<file path="config.mk">
export PLATFORM = sky130hd
export DESIGN_NAME = mem_access_stage
export DESIGN_NICKNAME = d
export VERILOG_FILES = /design/src/rtl/mem_access_stage.sv
export SDC_FILE = /design/constraint.sdc
export NUM_CORES = 1
export LEC_CHECK = 0
export BUFFER_PORTS_ARGS = -buffer_cell sky130_fd_sc_hd__buf_2
export CAP_MARGIN = 40
export CORE_MARGIN = 5
export CORE_UTILIZATION = 45
export CTS_CLUSTER_DIAMETER = 60
export DETAILED_ROUTE_END_ITERATION = 16
export GPL_ROUTABILITY_DRIVEN = 0
export GPL_TIMING_DRIVEN = 0
export PLACE_DENSITY = 0.77
export SLEW_MARGIN = 25
export SYNTH_ARGS = -nofsm -noshare
export SYNTH_HDL_FRONTEND = slang
export SYNTH_SLANG_ARGS = --single-unit
</file>
<file path="constraint.sdc">
create_clock -name CLK -period 10.65 [get_ports CLK]
set_clock_uncertainty 0.05 [all_clocks]
set_input_delay 2.13 -clock CLK [delete_from_list [all_inputs] [get_ports CLK]]
set_output_delay 2.13 -clock CLK [all_outputs]
set_load 0.05 [all_outputs]
</file>
<file path="src/rtl/mem_access_stage.sv">
// MEM stage plus MEM/WB register: RV32 loads/stores over a variable-latency req/ack port.
// Stalls upstream while an access is outstanding and reports misaligned, illegal and timed-out accesses.
module mem_access_stage #(
  parameter int ADDR_W      = 32,
  parameter int RF_ADDR_W   = 5,
  parameter int TIMEOUT_CYC = 16
) (
  input  logic                 CLK,
  input  logic                 RESET,
  input  logic                 ValidM,
  input  logic                 RegWriteM,
  input  logic                 MemReadM,
  input  logic                 MemWriteM,
  input  logic [1:0]           ResultSrcM,
  input  logic [2:0]           Funct3M,
  input  logic [RF_ADDR_W-1:0] RdM,
  input  logic [31:0]          PCPlus4M,
  input  logic [31:0]          ALUResultM,
  input  logic [31:0]          WriteDataM,
  output logic                 StallM,
  output logic                 MemReq,
  output logic                 MemWe,
  output logic [ADDR_W-1:0]    MemAddr,
  output logic [3:0]           MemBe,
  output logic [31:0]          MemWData,
  input  logic                 MemAck,
  input  logic [31:0]          MemRData,
  output logic                 ValidW,
  output logic                 RegWriteW,
  output logic [1:0]           ResultSrcW,
  output logic [RF_ADDR_W-1:0] RdW,
  output logic [31:0]          PCPlus4W,
  output logic [31:0]          ALUResultW,
  output logic [31:0]          ReadDataW,
  output logic [1:0]           FaultW
);

  localparam logic [0:0] IDLE = 1'b0;
  localparam logic [0:0] WAIT = 1'b1;

  localparam int CNT_W = (TIMEOUT_CYC < 2) ? 2 : $clog2(TIMEOUT_CYC + 1);
  localparam int TO_LAST = (TIMEOUT_CYC == 0) ? 0 : TIMEOUT_CYC - 1;
  localparam logic [CNT_W-1:0] TO_LAST_C = TO_LAST[CNT_W-1:0];

  localparam logic [1:0] FAULT_NONE     = 2'b00;
  localparam logic [1:0] FAULT_MISALIGN = 2'b01;
  localparam logic [1:0] FAULT_TIMEOUT  = 2'b10;
  localparam logic [1:0] FAULT_ILLEGAL  = 2'b11;

  function automatic logic [3:0] laneBe(input logic [2:0] f3, input logic [1:0] off);
    case (f3[1:0])
      2'b00:   laneBe = 4'b0001 << off;
      2'b01:   laneBe = off[1] ? 4'b1100 : 4'b0011;
      default: laneBe = 4'b1111;
    endcase
  endfunction

  function automatic logic [31:0] laneData(input logic [2:0] f3, input logic [31:0] data);
    case (f3[1:0])
      2'b00:   laneData = {4{data[7:0]}};
      2'b01:   laneData = {2{data[15:0]}};
      default: laneData = data;
    endcase
  endfunction

  function automatic logic [31:0] loadExtract(input logic [2:0] f3, input logic [1:0] off,
                                              input logic [31:0] rdata);
    logic [31:0]        sh;
    logic signed [7:0]  bS;
    logic signed [15:0] hS;
    sh = rdata >> {off, 3'b000};
    bS = sh[7:0];
    hS = sh[15:0];
    case (f3)
      3'b000:  loadExtract = {{24{bS[7]}}, bS};
      3'b001:  loadExtract = {{16{hS[15]}}, hS};
      3'b100:  loadExtract = {24'd0, sh[7:0]};
      3'b101:  loadExtract = {16'd0, sh[15:0]};
      default: loadExtract = rdata;
    endcase
  endfunction

  logic [0:0]        state;
  logic [CNT_W-1:0]  waitCnt;
  logic              reqWe_p1;
  logic [ADDR_W-1:0] reqAddr_p1;
  logic [3:0]        reqBe_p1;
  logic [31:0]       reqWData_p1;

  logic              memOp, f3Legal, illegal, misalign, legalOp;
  logic              ackHit, timeoutHit;
  logic [1:0]        faultNext;
  logic [ADDR_W-1:0] addrNow;

  always_comb begin
    memOp    = ValidM & (MemReadM | MemWriteM);
    f3Legal  = MemReadM ? (Funct3M inside {3'b000, 3'b001, 3'b010, 3'b100, 3'b101})
                        : (Funct3M inside {3'b000, 3'b001, 3'b010});
    illegal  = memOp & ~f3Legal;
    misalign = memOp & (((Funct3M[1:0] == 2'b01) & ALUResultM[0]) |
                        ((Funct3M[1:0] == 2'b10) & (ALUResultM[1:0] != 2'b00)));
    legalOp  = memOp & ~illegal & ~misalign;
    addrNow  = {ALUResultM[ADDR_W-1:2], 2'b00};
  end

  // Request side: fresh fields from M on issue, latched fields while waiting
  always_comb begin
    MemReq     = 1'b0;
    MemWe      = reqWe_p1;
    MemAddr    = reqAddr_p1;
    MemBe      = reqBe_p1;
    MemWData   = reqWData_p1;
    StallM     = 1'b0;
    ackHit     = 1'b0;
    timeoutHit = 1'b0;
    if (!RESET) begin
      if (state == IDLE) begin
        MemReq   = legalOp;
        MemWe    = MemWriteM;
        MemAddr  = addrNow;
        MemBe    = MemWriteM ? laneBe(Funct3M, ALUResultM[1:0]) : 4'b1111;
        MemWData = laneData(Funct3M, WriteDataM);
        ackHit   = legalOp & MemAck;
        StallM   = legalOp & ~MemAck;
      end else begin
        MemReq     = 1'b1;
        ackHit     = MemAck;
        timeoutHit = (TIMEOUT_CYC != 0) && !MemAck && (waitCnt == TO_LAST_C);
        StallM     = ~MemAck & ~timeoutHit;
      end
    end
  end

  always_comb begin
    if (illegal)         faultNext = FAULT_ILLEGAL;
    else if (misalign)   faultNext = FAULT_MISALIGN;
    else if (timeoutHit) faultNext = FAULT_TIMEOUT;
    else                 faultNext = FAULT_NONE;
  end

  // waitCnt holds the number of request cycles already spent, issue cycle included
  always_ff @(posedge CLK) begin
    if (RESET) begin
      state   <= IDLE;
      waitCnt <= '0;
    end else if (state == IDLE) begin
      if (StallM) begin
        state   <= WAIT;
        waitCnt <= CNT_W'(1);
      end
    end else begin
      if (!StallM) begin
        state   <= IDLE;
        waitCnt <= '0;
      end else begin
        waitCnt <= waitCnt + CNT_W'(1);
      end
    end
  end

  always_ff @(posedge CLK) begin
    if (state == IDLE && MemReq) begin
      reqWe_p1    <= MemWe;
      reqAddr_p1  <= MemAddr;
      reqBe_p1    <= MemBe;
      reqWData_p1 <= MemWData;
    end
  end

  // M -> W boundary
  always_ff @(posedge CLK) begin
    if (RESET) begin
      ValidW     <= 1'b0;
      RegWriteW  <= 1'b0;
      FaultW     <= FAULT_NONE;
      ReadDataW  <= '0;
      ResultSrcW <= '0;
      RdW        <= '0;
      PCPlus4W   <= '0;
      ALUResultW <= '0;
    end else begin
      ResultSrcW <= ResultSrcM;
      RdW        <= RdM;
      PCPlus4W   <= PCPlus4M;
      ALUResultW <= ALUResultM;
      if (StallM || !ValidM) begin
        ValidW    <= 1'b0;
        RegWriteW <= 1'b0;
        FaultW    <= FAULT_NONE;
        ReadDataW <= '0;
      end else begin
        ValidW    <= 1'b1;
        RegWriteW <= RegWriteM & (faultNext == FAULT_NONE);
        FaultW    <= faultNext;
        ReadDataW <= (MemReadM & ackHit) ? loadExtract(Funct3M, ALUResultM[1:0], MemRData) : '0;
      end
    end
  end

endmodule
</file>
==> flow_metrics.py, run 1 <==
metrics = {
    "clocking": {
        "cts_hold_buf": 0,
        "clk_pin_slew_ns": 0.07,
        "cts_root_buf": "clkbuf_16",
        "cts_max_level": 4,
        "cts.sink_count": 182,
        "cts_tree": "done",
        "clockBufferDepth": 2,
        "post-cts-setup-buffers": 0,
        "cts_buffers": 17,
        "insertion_delay_ns": 0.43,
        "cts_resized": 0,
    },
    "setup_path": {
        "crit_family": "buffers and inverters",
        "r2r_cells": 8,
        "crit_top_cell": "clkbuf_1",
        "end_kind": "output pin",
        "cp_data_arrival_time_ns": 4.23,
        "worstSetupStartpointType": "input pin",
        "critical-path-max-stage-delay_ns": 0.46,
        "r2r_slack_ns": 7.89,
        "path_buf_inv": 4,
        "critPathKind": "in2out",
        "required_ns": 8.47,
        "r2r_end": "reqWData_p1[25]",
        "cp_cell_sequence": "clkbuf_1 -> or2_2 -> clkbuf_1 -> clkbuf_1 -> nand2_1 -> o21ai_0 -> buf_2",
        "crit_fanout": 10,
        "r2r-start": "state",
        "slowest_stage": "clkbuf_1",
    },
    "synth": {
        "netlist_area_um2": 7200,
        "synth_seq_area_share_pct": 60.2,
        "yosys_warnings": 0,
        "synth_flop_cell": "dfxtp_1",
        "netlist_instances": 709,
        "syn-num-nets": 856,
        "synth_edf_count": 69,
        "ys_seq_elements": 182,
        "syn_avg_cell_area_um2": 10.2,
        "synthArstFlopShare_pct": 0,
        "synth.distinct_cells": 47,
    },
    "worst_hold_path": {
        "min_to": "waitCnt[4]",
        "hold_depth": 2,
        "hold_path.class": "reg2reg",
        "worst_hold_startpoint": "waitCnt[4]",
    },
    "timing": {
        "post-route-period-util_pct": 60.2,
        "rsz0062_at_grt": "no",
        "finalMaxSlewViolations": 0,
        "setup_viol": 0,
        "hold_violations": 0,
        "fmax_ghz": 0.156,
        "fin_crit_ns": 6.41,
        "relSlewSlack_pct": 45.1,
        "fin_setup_tns_ns": 0,
        "fin_ws_ns": 4.24,
        "worst_pin_slew_ns": 0.824,
    },
    "pwr": {
        "peakVddDrop_uv": 105,
        "p_leak_nw": 4.61,
        "p_per_area_nw_per_um2": 175,
        "p_total_mw": 1.70,
    },
    "routing": {
        "drtPass1Iterations": 5,
        "totalWireLength_um": 21700,
        "drc_errors": 0,
        "vias_per_cell": 4.98,
        "post_drt_wl_per_cell_um": 16.9,
        "ant_nets": 0,
        "vias": 6364,
        "drtIter0Drc": 365,
    },
    "floorplan": {
        "die_y_um": 137,
        "num_rows": 46,
        "boundaryPins": 323,
        "dieArea_um2": 18600,
        "die_w_um": 137,
        "core_area_um2": 15800,
        "initial_utilization_pct": 45.7,
    },
    "global_routing": {
        "grt-ovfl-total": 0,
        "grt_max_degree": 24,
        "antenna_found_initial": 0,
        "grt_first_pass_wirelength_um": 32800,
        "track_usage_pct": 22.7,
        "grt_pass1_vias": 6269,
    },
    "run": {
        "cap_violations": 0,
    },
    "cells_and_area": {
        "area_delta_synth_final_pct": 35.3,
        "final_cells": 1278,
        "drive_above_1_share_pct": 35.0,
        "final_common_cell": "buf_2",
        "final_cell_mix": "buf_2 (327), nand2_1 (169), dfxtp_1 (113), nor2b_1 (70), edfxtp_1 (69)",
        "n_fill_cell": 1393,
        "diodes": 0,
        "nets": 1196,
    },
    "placement": {
        "pre_cts_ws_ns": 4.16,
        "place_hpwl_um": 16600,
        "dp_cells": 1246,
        "io_buffers": 318,
    },
    "run_status": {
        "outcome": "completed",
    },
}
-- cell usage after synthesis (all sizes together) (3+ instances only) --
library cell	count	area share, %
dfxtp	113	31
nand2	169	8.8
o22ai	8	0.69
buf	14	1.3
a221oi	8	0.97
a21oi	36	2.5
a211oi	3	0.31
a22o	7	0.85
nand2b	4	0.35
inv	13	0.68
clkbuf	34	1.8
nor2b	71	6.3
nor2	38	2.0
and3	3	0.33
mux2i	42	5.8
nor3	3	0.21
edfxtp	69	29
a2bb2oi	7	0.85
o21ai	38	2.6
-- final cells by class --
cell class / count / area, um2 / area share, %
flip-flops and latches: 182 / 4330 / 44.5
clock inverters: 11 / 109 / 1.12
well taps: 216 / 270 / 2.77
multi-input cells: 466 / 2610 / 26.7
inverters: 13 / 48.8 / 0.501
repair buffers: 321 / 1670 / 17.2
plain buffers: 48 / 221 / 2.27
clock buffers: 21 / 483 / 4.96
-- sequential cells by signal, summed over array words and instances, names as in the netlist --
signal	flops
ReadDataW	32
reqWe_p1	1
ALUResultW	32
FaultW	2
ValidW	1
waitCnt	5
ResultSrcW	2
PCPlus4W	32
reqWData_p1	32
reqAddr_p1	32
state	1
RdW	5
reqBe_p1	4
RegWriteW	1
-- how the worst max path moves through the flow --
stage / slack [ns] / endpoint / cells after the start / startpoint
floorplan: 4.22 / reqAddr_p1[0] / 5 / RESET
global placement: 2.32 / reqWData_p1[19] / 5 / RESET
detailed placement: 4.16 / MemWData[12] / 7 / RESET
CTS: 4.16 / MemWData[12] / 7 / RESET
global route: 3.99 / MemWData[12] / 7 / RESET
finish: 4.24 / MemWData[12] / 7 / RESET
-- metal layers --
layer  vias up  global-route usage (%)  share of wire (%)
li1       3093                       -                  -
met3        37                    7.17                9.0
met5         -                       0                  0
met2       274                    38.4                 49
met1      2960                    27.1                 40
met4         0                    8.51                2.6
-- power by group --
| group | internal, mW | leakage [nW] | switching (mW) | total [mW] |
|---|---|---|---|---|
| logic | 0.0838 | 2.76 | 0.234 | 0.317 |
| clock network | 0.355 | 0.291 | 0.276 | 0.631 |
| registers | 0.747 | 1.56 | 0.00510 | 0.752 |
| total | 1.19 | 4.61 | 0.515 | 1.70 |
-- cells by family after synthesis --
family,count (synthesis),share of synthesized area (%)
XOR/XNOR,2,0.243
AND/OR/NAND/NOR,299,19.0
buffers and inverters,61,3.75
AO/OA/AOI/OAI,121,10.7
flip-flops,182,60.2
multiplexers,42,5.84
adder cells (fa/ha/maj),2,0.347
-- worst min-delay path, delay by kind of cell, from the launching register on --
family / cells / cell delay, ns
compound gates: 1 / 0.08
buf+inv: 1 / 0.06
flops: 1 / 0.30
-- through the flow --
stage               cell area, um2  hold slack (ns)  utilization, %
floorplan                     7200            0.416               -
global placement              9060            0.423            57.5
detailed placement            9160            0.433            58.1
CTS                           9750            0.444            61.8
global route                  9750            0.464            61.8
finish                        9750            0.438            61.8
Note: power is estimated with default switching activity, not from simulation.
==> run 2, diff against run 1 <==
Settings changed: ABC_AREA from default to 1, CORE_UTILIZATION 45 to 43, PLACE_DENSITY 0.77 to 0.76.
Clock period 10.65 ns to 5.5 ns, I/O delays scaled along.
==> flow_metrics.py, run 2 <==
metrics = {
    "clocking": {
        "cts.sink_count": 182,
        "insertion_delay_ns": 0.43,
        "cts_buffers": 17,
        "cts_resized": 0,
        "post-cts-setup-buffers": 0,
        "cts_hold_buf": 0,
        "clk_pin_slew_ns": 0.07,
        "cts_root_buf": "clkbuf_16",
        "cts_tree": "done",
        "clockBufferDepth": 2,
        "cts_max_level": 4,
    },
    "pwr": {
        "p_clk_share_pct": 35.3,
        "power_frac_seq_pct": 44.8,
        "peakVddDrop_uv": 219,
        "p_per_area_nw_per_um2": 327,
        "swShare_pct": 32.4,
        "power_frac_comb_pct": 19.9,
        "p_int_mw": 2.20,
        "p_leak_nw": 5.06,
        "switchingPower_mw": 1.06,
        "p_total_mw": 3.26,
    },
    "floorplan": {
        "die_w_um": 142,
        "boundaryPins": 323,
        "num_rows": 48,
        "die_y_um": 142,
        "dieArea_um2": 20000,
        "core_area_um2": 17100,
        "initial_utilization_pct": 43.5,
    },
    "synth": {
        "yosys_warnings": 0,
        "syn_avg_cell_area_um2": 8.76,
        "yosys.area.top_type": "dfxtp_1",
        "synthArstFlopShare_pct": 0,
        "synth.area.top_cells": "dfxtp_1 (30%), edfxtp_1 (28%), nand2_1 (7.7%)",
        "synth_seq_area_share_pct": 58.2,
        "netlist_area_um2": 7440,
        "netlist_instances": 850,
        "ys_seq_elements": 182,
        "synth_edf_count": 69,
        "synth_top_area_share_pct": 30.4,
        "yosysMostFrequentCell": "nand2_1",
        "synthTopCellsByCount": "nand2_1 (152), nor2_1 (149), inv_1 (128), dfxtp_1 (113), o21ai_0 (72)",
        "synth_flop_cell": "dfxtp_1",
        "synth.distinct_cells": 33,
        "syn-num-nets": 997,
    },
    "setup_path": {
        "critical-path-max-stage-delay_ns": 0.50,
        "slowest_stage": "clkbuf_1",
        "worstSetupStartpointType": "input pin",
        "r2r_slack_ns": 3.05,
        "crit_family": "buffers and inverters",
        "end_kind": "output pin",
        "cp_cell_sequence": "clkbuf_1 -> nor2_1 -> clkbuf_1 -> clkbuf_1 -> nor2_1 -> nor2_1 -> buf_2",
        "crit_fanout": 10,
        "critPathKind": "in2out",
        "path_buf_inv": 4,
        "required_ns": 4.35,
        "cp_data_arrival_time_ns": 3.17,
    },
    "cells_and_area": {
        "final_cell_mix": "buf_2 (326), nand2_1 (152), nor2_1 (148), inv_1 (128), dfxtp_1 (113)",
        "nets": 1339,
        "fin_util_pct": 58.2,
        "final_common_cell": "buf_2",
        "final_cells": 1431,
        "drive_above_1_share_pct": 35.1,
        "area_delta_synth_final_pct": 33.9,
    },
    "global_routing": {
        "track_usage_pct": 22.4,
        "grt_max_degree": 22,
        "antenna_found_initial": 1,
        "grt_pass1_vias": 6584,
        "grt_first_pass_wirelength_um": 35000,
        "grt-ovfl-total": 0,
    },
    "timing": {
        "fmax_ghz": 0.232,
        "worst_pin_slew_ns": 0.782,
        "post-route-period-util_pct": 78.5,
        "hold_violations": 0,
        "rsz0062_at_grt": "no",
        "relSlewSlack_pct": 47.9,
        "fin_setup_tns_ns": 0,
        "fin_crit_ns": 4.32,
        "finalMaxSlewViolations": 0,
        "setup_viol": 0,
    },
    "placement": {
        "dp_cells": 1398,
        "io_buffers": 320,
        "place_hpwl_um": 18000,
    },
    "run": {
        "cap_violations": 0,
    },
    "routing": {
        "post_drt_wl_per_cell_um": 16.1,
        "drc_errors": 0,
        "vias": 6766,
        "drtIter0Drc": 492,
        "vias_per_cell": 4.73,
        "drtPass1Iterations": 5,
        "totalWireLength_um": 23000,
        "ant_nets": 0,
    },
    "run_status": {
        "outcome": "completed",
    },
    "worst_hold_path": {
        "hold_path.class": "reg2reg",
    },
}
run 2: stage by stage:
stage | hold WS (ns) | cell area [um2] | setup WS [ns]
2_1_floorplan | 0.389 | 7440 | 0.361
3_3_place_gp | 0.401 | 9330 | -1.64
3_5_place_dp | 0.402 | 9420 | 1.15
4_1_cts | 0.412 | 9970 | 1.14
5_1_grt | 0.436 | 9970 | 0.979
6_report | 0.408 | 9970 | 1.18
run 2: path summary, 6_finish.rpt:
check | to | cells past startpoint | start
setup / recovery | MemWData[2] | 7 | RESET
hold / removal | waitCnt[4] | 2 | waitCnt[4]
setup reg to reg | reqWData_p1[25] | 6 | state
hold reg to reg | waitCnt[4] | 2 | waitCnt[4]
run 2: cell families after synthesis:
group | count (synthesis) | share of synthesized area [%]
multiplexers | 1 | 0.134
AO/OA/AOI/OAI | 109 | 7.85
flip-flops | 182 | 58.2
buffers and inverters | 174 | 9.83
AND/OR/NAND/NOR | 382 | 23.6
adder cells (fa/ha/maj) | 2 | 0.336
run 2: power by group through the flow:
| stage | sequential [mW] | clock [mW] | combinational, mW |
|---|---|---|---|
| CTS | 1.46 | 1.17 | 0.651 |
| floorplan | 1.60 | 0 | 0.335 |
| detailed placement | 1.49 | 0 | 0.649 |
| global route | 1.46 | 1.24 | 0.692 |
| global placement | 1.49 | 0 | 0.636 |
| finish | 1.46 | 1.15 | 0.648 |
run 2: metal layers:
layer	global-route usage, %	vias up	wire [um]
met5	0	-	0
met4	9.04	0	667
met3	6.24	44	1800
met2	37.1	292	11300
met1	27.8	3063	9210
li1	-	3367	-
run 2: cell type report:
| class | count | area (um2) |
|---|---|---|
| Inverter | 135 | 509 |
| Multi-Input combinational cell | 494 | 2390 |
| Antenna cell | 1 | 2.50 |
| Timing Repair Buffer | 323 | 1680 |
| Clock inverter | 13 | 115 |
| Tap cell | 225 | 282 |
| Sequential cell | 182 | 4330 |
| Fill cell | 1561 | 7150 |
| Buffer | 39 | 223 |
| Clock buffer | 19 | 433 |
run 2: worst register-to-register path: stages, from the launching register on:
cell	delay, ns
dfxtp_1	0.30
buf_2	0.16
nor2_1	0.25
inv_1	0.17
clkbuf_1	0.34
nor2_4	0.61
buf_16	0.25
